$ cat config.mk
export PLATFORM = sky130hd
export DESIGN_NAME = pri_sel_rr_pipe
export DESIGN_NICKNAME = d
export VERILOG_FILES = /design/src/rtl/pri_sel_rr_pipe.sv
export SDC_FILE = /design/constraint.sdc
export NUM_CORES = 1
export LEC_CHECK = 0
export CAP_MARGIN = 10
export CORE_UTILIZATION = 56
export CTS_CLUSTER_DIAMETER = 200
export CTS_CLUSTER_SIZE = 20
export DETAILED_ROUTE_END_ITERATION = 16
export GPL_TIMING_DRIVEN = 1
export MAX_ROUTING_LAYER = met4
export PLACE_DENSITY = 0.82
export SKIP_LAST_GASP = 1
export SLEW_MARGIN = 20
export SYNTH_ARGS = -nofsm -noshare
export SYNTH_HDL_FRONTEND = slang
export SYNTH_SLANG_ARGS = --single-unit
$ cat constraint.sdc
create_clock -name clk -period 6.35 [get_ports clk]
set_input_delay 1.5875 -clock clk [delete_from_list [all_inputs] [get_ports clk]]
set_output_delay 1.5875 -clock clk [all_outputs]
set_load 0.05 [all_outputs]
$ cat src/rtl/pri_sel_rr_pipe.sv
// pri_sel_rr_pipe: two-stage pipelined N-way max-priority selector with
// round-robin tie-break.
//   clk, rst_n          clock / async active-low reset
//   in_valid/in_ready   input handshake; in[0:N-1] are W-bit priorities, 0 = idle
//   out_valid/out_ready output handshake
//   out_pri             max priority of the transaction
//   out_idx/out_grant   selected input (index / one-hot), zero when out_none
//   out_none            no input was requesting
// Stage A holds {max, candidate mask}; stage B holds the same for the output.
// The RR search runs combinationally on stage B so ptr updates only on a
// real output handshake.

// Per-lane candidate compare: lane is a candidate when it requests at the max.
module pri_sel_lane #(
  parameter int W = 4
) (
  input  logic [W-1:0] pri,
  input  logic [W-1:0] mx,
  output logic         cand
);
  assign cand = (pri == mx) && (pri != '0);
endmodule

module pri_sel_rr_pipe #(
  parameter  int N  = 8,
  parameter  int P  = 16,
  localparam int W  = $clog2(P),
  localparam int IW = $clog2(N)
) (
  input  logic          clk,
  input  logic          rst_n,
  input  logic          in_valid,
  output logic          in_ready,
  input  logic [W-1:0]  in [0:N-1],
  output logic          out_valid,
  input  logic          out_ready,
  output logic [W-1:0]  out_pri,
  output logic [IW-1:0] out_idx,
  output logic [N-1:0]  out_grant,
  output logic          out_none
);
  localparam int STAGES = 2;
  localparam int NP     = 1 << $clog2(N);

  typedef struct packed {
    logic [W-1:0] mx;
    logic [N-1:0] cand;
  } stg_t;

  // Max reduction as a heap-indexed binary tree: leaves at NP..2NP-1, root at 1.
  // Leaves beyond N are tied to 0 so non-power-of-two N works.
  logic [W-1:0] hp [1:2*NP-1];

  for (genvar i = 0; i < NP; i++) begin : g_leaf
    if (i < N) begin : g_in
      assign hp[NP+i] = in[i];
    end else begin : g_pad
      assign hp[NP+i] = '0;
    end
  end

  for (genvar k = 1; k < NP; k++) begin : g_node
    assign hp[k] = (hp[2*k] > hp[2*k+1]) ? hp[2*k] : hp[2*k+1];
  end

  logic [N-1:0] lc;
  for (genvar i = 0; i < N; i++) begin : g_lane
    pri_sel_lane #(.W(W)) u_lane (
      .pri  (in[i]),
      .mx   (hp[1]),
      .cand (lc[i])
    );
  end

  stg_t              stg_a, stg_b;
  logic [STAGES:1]   vld_pipe;   // [1] = stage A valid, [2] = stage B valid
  logic [IW-1:0]     ptr;

  logic b_pop, a_mv, acc;
  assign b_pop    = vld_pipe[2] && out_ready;
  assign a_mv     = vld_pipe[1] && (!vld_pipe[2] || b_pop);
  assign in_ready = !vld_pipe[1] || a_mv;
  assign acc      = in_valid && in_ready;

  // Cyclic first-set search over stage B candidates starting at ptr.
  logic [IW-1:0] sel;
  logic          found;
  int            j;
  always_comb begin
    sel   = '0;
    found = 1'b0;
    j     = 0;
    for (int k = 0; k < N; k++) begin
      j = int'(ptr) + k;
      if (j >= N) j = j - N;
      if (!found && stg_b.cand[j]) begin
        found = 1'b1;
        sel   = IW'(j);
      end
    end
  end

  assign out_valid = vld_pipe[2];
  assign out_pri   = stg_b.mx;
  assign out_idx   = sel;
  // Gated by B valid so the reset state reads out_none = 0.
  assign out_none  = vld_pipe[2] && !found;
  assign out_grant = found ? ({{(N-1){1'b0}}, 1'b1} << sel) : '0;

  logic [IW-1:0] nxt_ptr;
  assign nxt_ptr = (sel == IW'(N-1)) ? '0 : sel + 1'b1;

  always_ff @(posedge clk or negedge rst_n) begin
    if (!rst_n) begin
      stg_a    <= '0;
      stg_b    <= '0;
      vld_pipe <= '0;
      ptr      <= '0;
    end else begin
      if (acc)  stg_a <= '{mx: hp[1], cand: lc};
      if (a_mv) stg_b <= stg_a;
      if (acc)       vld_pipe[1] <= 1'b1;
      else if (a_mv) vld_pipe[1] <= 1'b0;
      if (a_mv)       vld_pipe[2] <= 1'b1;
      else if (b_pop) vld_pipe[2] <= 1'b0;
      if (b_pop && found) ptr <= nxt_ptr;
    end
  end
endmodule

# ---- Yosys cells after proc, flatten, opt, wreduce, memory -nomap -nowiden
# Cells that the tools add are included.
dict set report word_totals {
  input_bits 36
  latch_bits 0
  rom_bits 0
  output_inout_bits 18
  register_bits 29
  elab_cells 159
  ramBits 0
  n_memories 0
}
dict set report classes {
  mux 61
  n_bitwise 0
  div_mod_pow 0
  order_cmp 23
  shift 1
  mul 0
  addsub 16
  n_reduce_logical 42
  eq_ne 9
}
# operator n
set op_table {}
lappend op_table {{32-bit by 5-bit < comparator with 1-bit output, second input constant} 8}
lappend op_table {{32-bit two-way mux} 8}
lappend op_table {{4-bit by 4-bit subtractor with 5-bit output, second input constant} 7}
lappend op_table {{4-bit equality test} 8}
lappend op_table {{4-bit nonzero test} 8}
lappend op_table {{4-bit >= comparator, second input constant} 7}
lappend op_table {{4-bit > comparator} 7}
lappend op_table {{1-bit two-way mux} 28}
lappend op_table {{4-bit two-way mux} 7}
lappend op_table {{3-bit two-way mux} 9}
lappend op_table {{1-bit binary-select mux with 3-bit select} 8}
lappend op_table {{1-bit logical AND} 20}
lappend op_table {{3-bit by 3-bit adder with 4-bit output, second input constant} 4}
lappend op_table {{1-bit zero test} 10}
lappend op_table {{3-bit by 2-bit adder with 4-bit output, second input constant} 2}
lappend op_table {{8-bit two-way mux} 1}
lappend op_table {{1-bit by 3-bit left shift with 8-bit output, first input constant} 1}
lappend op_table {{3-bit by 4-bit subtractor with 5-bit output, second input constant} 1}
lappend op_table {{3-bit by 1-bit adder with 4-bit output, second input constant} 1}
lappend op_table {{3-bit by 4-bit >= comparator with 1-bit output, second input constant} 1}
lappend op_table {{2-bit nonzero test} 2}
lappend op_table {{3-bit by 1-bit adder with 3-bit output, second input constant} 1}
lappend op_table {{3-bit equality test, second input constant} 1}
lappend op_table {{1-bit logical OR} 2}

# ---- Logic depth before layout (Yosys ltp)
dict set report depth {
  ltp_word 29
  mapped_depth 26
  ltp_nobuf 25
}

# ---- By module
# A second synthesis with hierarchy kept.
dict set report hier_totals {
  cells_unflattened 419
  area_unflattened_um2 3743.6
}
# mod area_each_um2 instances cells_per_inst seq_area_each_um2
set by_module_without_submodules {}
lappend by_module_without_submodules {pri_sel_rr_pipe 3293.2 1 363 725.7}
lappend by_module_without_submodules {pri_sel_lane 56.3 8 7 0.0}

# ---- Worst setup path after synthesis
# No wires, ideal clock.
dict set report synth_path {
  path_type {reg2out}
  start {register ptr[0]}
  end {output port out_grant[1]}
  required_ns 4.762
  n_path_buf 2
  path_stages_with_launch 16
  setup_slack_ns 0.105
  arrival_ns 4.658
  cell_sequence {dfrtp_1 clkbuf_1 clkbuf_1 inv_1 ha_1 inv_1 o21ai_0 o21ai_0 nor3b_1 and3_1 nand2_1 o221a_2 a21oi_1 ha_1 nand2_1 nor2_1}
}
dict set report synth_via {
  elab_chain_cells 29
  elab_cells_between_ends 87
  classes_between {15 x add/sub; 8 x order compare; 1 x shift; 49 x mux; 14 x reduce/logical}
}
# element line
set synth_rtl {}
lappend synth_rtl {{start: declaration} 77} ;# logic [IW-1:0] ptr;
lappend synth_rtl {{start signal: assignment} 126} ;# if (b_pop && found) ptr <= nxt_ptr;
lappend synth_rtl {{branches (longest 26 deep; another with 4-bit by 4-bit subtractor with 5-bit output)} -}
lappend synth_rtl {{3-bit two-way mux (*)} 96} ;# if (!found && stg_b.cand[j]) begin
lappend synth_rtl {{named net out_idx[0]} 38} ;# output logic [IW-1:0] out_idx,
lappend synth_rtl {{1-bit by 3-bit left shift with 8-bit output (*)} 108} ;# assign out_grant = found ? ({{(N-1){1'b0}}, 1'b1} << sel) : '0;
lappend synth_rtl {{8-bit two-way mux (*)} 108}
lappend synth_rtl {{end: declaration} 39} ;# output logic [N-1:0] out_grant,
# Mark *: on every way through the listed nets, which the timed path passes. The select of a mux whose other input is x is not followed.

# ---- Final worst setup path
dict set report layout_path {
  start {input port in[1] (netlist name)}
  end {register stg_a[7] (netlist name)}
}
dict set report layout_via {
  elab_chain_cells 8
  elab_cells_between_ends 9
  classes_between {3 x order compare; 1 x eq/ne; 3 x mux; 2 x reduce/logical}
}
# element line
set layout_rtl {}
lappend layout_rtl {{start: declaration} 34} ;# input logic [W-1:0] in [0:N-1],
lappend layout_rtl {{4-bit > comparator} 63} ;# assign hp[k] = (hp[2*k] > hp[2*k+1]) ? hp[2*k] : hp[2*k+1];
lappend layout_rtl {{4-bit two-way mux} 63}
lappend layout_rtl {{4-bit > comparator} 63}
lappend layout_rtl {{4-bit two-way mux} 63}
lappend layout_rtl {{4-bit > comparator} 63}
lappend layout_rtl {{4-bit two-way mux} 63}
lappend layout_rtl {{4-bit equality test} 21} ;# assign cand = (pri == mx) && (pri != '0);
lappend layout_rtl {{1-bit logical AND (*)} 21}
lappend layout_rtl {{end signal: assignment} 120} ;# if (acc) stg_a <= '{mx: hp[1], cand: lc};
lappend layout_rtl {{end: declaration} 75} ;# stg_t stg_a, stg_b;
# Mark *: on every way between the ends. The rest lies on a longest branch, timed or not.
# A chain may end at the register's enable or synchronous reset.

==> run_results.csv <==
group,metric,value,unit
timing,worst_pin_slew,0.819,ns
yosys,synthesis.area,3550,µm²
floorplanning,die_x,81.7,µm
critical_path,crit_top_cell,"inv_1",
timing,fin_worst_skew,0.00571,ns
yosys,syn-num-nets,483,
yosys,yosysSeqAreaShare,0.204,
finish,num-fill-cells,394,
timing,max_slew_margin,0.452,
critical_path,critical_path.slowest_cell,"clkdlybuf4s50_1",
drt,drc,0,
placement,io_buffers,53,
worst_hold_path,hold_path_class,"reg2reg",
critical_path,slowest_delay,0.49,ns
yosys,yosysWarnings,0,
critical_path,crit_path_end_kind,"flip-flop",
finish,final_cell_mix,"clkdlybuf4s50_1 (53), buf_4 (52), nor2_1 (38)",
finish,drive_above_1_share,0.250,
critical_path,cp.buffers_inverters,5,
drt,drtIter0Drc,202,
worst_hold_path,hold-path-cell-count,2,
critical_path,cp_top_family,"compound AO/OA/AOI/OAI gates",
yosys,yosysUniqueCellTypes,62,
yosys,yosys_register_bits,29,
timing,fin_ws,-0.0761,ns
finish,final_nets,581,
critical_path,critPathRequiredTime,6.53,ns
drt,wirelength,9670,µm
placement,dp.final_hpwl,7200,µm
yosys,syn_inst,416,
finish,final_common_cell,"clkdlybuf4s50_1",
grt,grtUsageMet2,0.497,
drt,antenna_left,0,
drt,via_per_inst,5.97,
grt,overflow,0,
critical_path,critical_path_class,"in2reg",
critical_path,rrSetupSlack,2.75,ns
floorplanning,ios,54,
clock_tree,insertion_delay,0.28,ns
critical_path,start_kind,"input port",
yosys,ys.flop_type,"dfrtp_1",
drt,vias,3523,
grt,grtUsageTotal,0.286,
timing,post-route-min-period,6.43,ns
grt,grt_pass1_vias,3301,
yosys,synth_edf_count,0,
placement,preCtsSetupSlack,-0.169,ns
grt,grt_use_met1,0.332,
grt,grtUsageMet3,0.0400,
clock_tree,root_buffer,"clkbuf_8",
critical_path,rr_worst_depth,14,
flow_run,max_cap_viol_count,0,
grt,grt-busiest-layer,"met2",
critical_path,critPathArrivalTime,6.61,ns
placement,placedCellCount,580,
critical_path,r2r_end,"ptr[1]",
floorplanning,initial_utilization,0.590,
timing,setup_viol,2,
yosys,synthArstFlopShare,1.00,
timing,fin_crit_sh,1.01,
placement,place.gp.congestion,0.873,
floorplanning,die_h,81.7,µm
placement,dpl_cell_area,4490,µm²
floorplanning,core-area,6030,µm²
timing,finalHoldViolations,0,
clock_tree,clock_path_buffers,2,
critical_path,path_max_fanout,6,
status,status,"finished with violations",
timing,fmax,156,MHz
clock_tree,cts_hold_buf,0,
clock_tree,cts.sinks,29,
clock_tree,cts_made_buffers,5,
drt,first_pass_iters,5,
floorplanning,rows,28,
finish,syn_to_final_growth,32.6,%
status,violations,"negative setup slack",
grt,grt_pass1_wl,14400,µm
finish,diodes,0,
clock_tree,cts_max_level,2,
yosys,syn_area_per_cell,8.54,µm²
grt,antenna_found_initial,0,
drt,wire_per_inst,16.4,µm
floorplanning,die-area,6670,µm²
worst_hold_path,min-delay-start,"stg_a[10]",
worst_hold_path,whs_endpoint,"stg_a[10]",
finish,final_area,4710,µm²
grt,grt_max_degree,30,
finish,instances_no_fill,590,
clock_tree,cts_tree,"built",
timing,maxSlewViolCount,0,
clock_tree,clkTransAtPathRegs,0.06,ns
critical_path,r2r_start,"ptr[0]",
synthesized netlist by cell type (all sizes together), types with 4 or more instances:
cell     n  area (µm²)
and2     5        31.3
a21oi   30         176
dfrtp   29         726
nand2   36         135
buf      7        48.8
nor2    39         163
o211ai   7        62.6
nor3    15        75.1
mux2i   29         327
inv     36         135
ha      31         388
clkbuf   9        33.8
nand2b   5        31.3
a31oi    7        43.8
xor2     8        70.1
nor2b    4        25.0
mux2    24         285
xnor2   21         184
a32o     5        50.1
o21ai   24         131
o21a     4        30.0
worst min-delay path, delay by kind of cell (launching register included):
kind / cells / cell delay, ns
flops: 1 / 0.34
compound gates: 1 / 0.05
simple gates: 1 / 0.04
flip-flops by register name (all words and copies together), names as in the netlist:
register	count
vld_pipe	2
stg_b	8
out_pri	4
stg_a	12
ptr	3
stage by stage:
stage,setup TNS (ns),hold slack [ns],utilization
after detailed placement,-1.10,0.460,0.744
after global placement,0,0.465,0.744
final,-0.106,0.475,0.782
after floorplan,0,0.444,-
after global routing,-0.925,0.511,0.782
after CTS,0,0.480,0.758
final cells by class:
class,instances,area [µm²],share of cell area
clock inverters,2,10.0,0.00212
clock buffers,6,72.6,0.0154
flip-flops and latches,29,726,0.154
inverters,36,135,0.0287
repair buffers,107,943,0.200
well taps,75,93.8,0.0199
multi-input cells,335,2730,0.580
timing repair:
item | in CTS | in global routing
buffers inserted | 0 | 2
setup endpoints to repair | 0 | 9
gates resized for setup | 0 | 24
kinds of logic (layout without fill, tap and decap cells):
family | count (synthesis) | after routing | synth area share
buffers and inverters | 52 | 151 | 0.0613
AND/OR/NAND/NOR | 117 | 117 | 0.155
multiplexers | 53 | 53 | 0.172
XOR/XNOR | 29 | 29 | 0.0715
AO/OA/AOI/OAI | 103 | 103 | 0.221
flip-flops | 29 | 29 | 0.204
adder cells (fa/ha/maj) | 33 | 33 | 0.115
worst max-delay path by stage:
stage	cells past startpoint	end	from	slack, ns
finish	25	stg_a[7]	in[1]	-0.08
global route	25	stg_a[7]	in[25]	-0.21
CTS	25	stg_a[1]	in[1]	0.11
detailed placement	25	stg_a[7]	in[1]	-0.17
global placement	23	stg_a[3]	in[3]	0.03
floorplan	15	out_grant[1]	ptr[0]	0.10
routing by layer:
metal  wire [µm]  up-vias
met5           0        -
met4         193        0
met3         453       22
met2        5050      114
met1        3970     1700
li1            -     1687
Power is not shown: default switching activity piles up to over one toggle a cycle in this logic, so the estimate is an artifact.
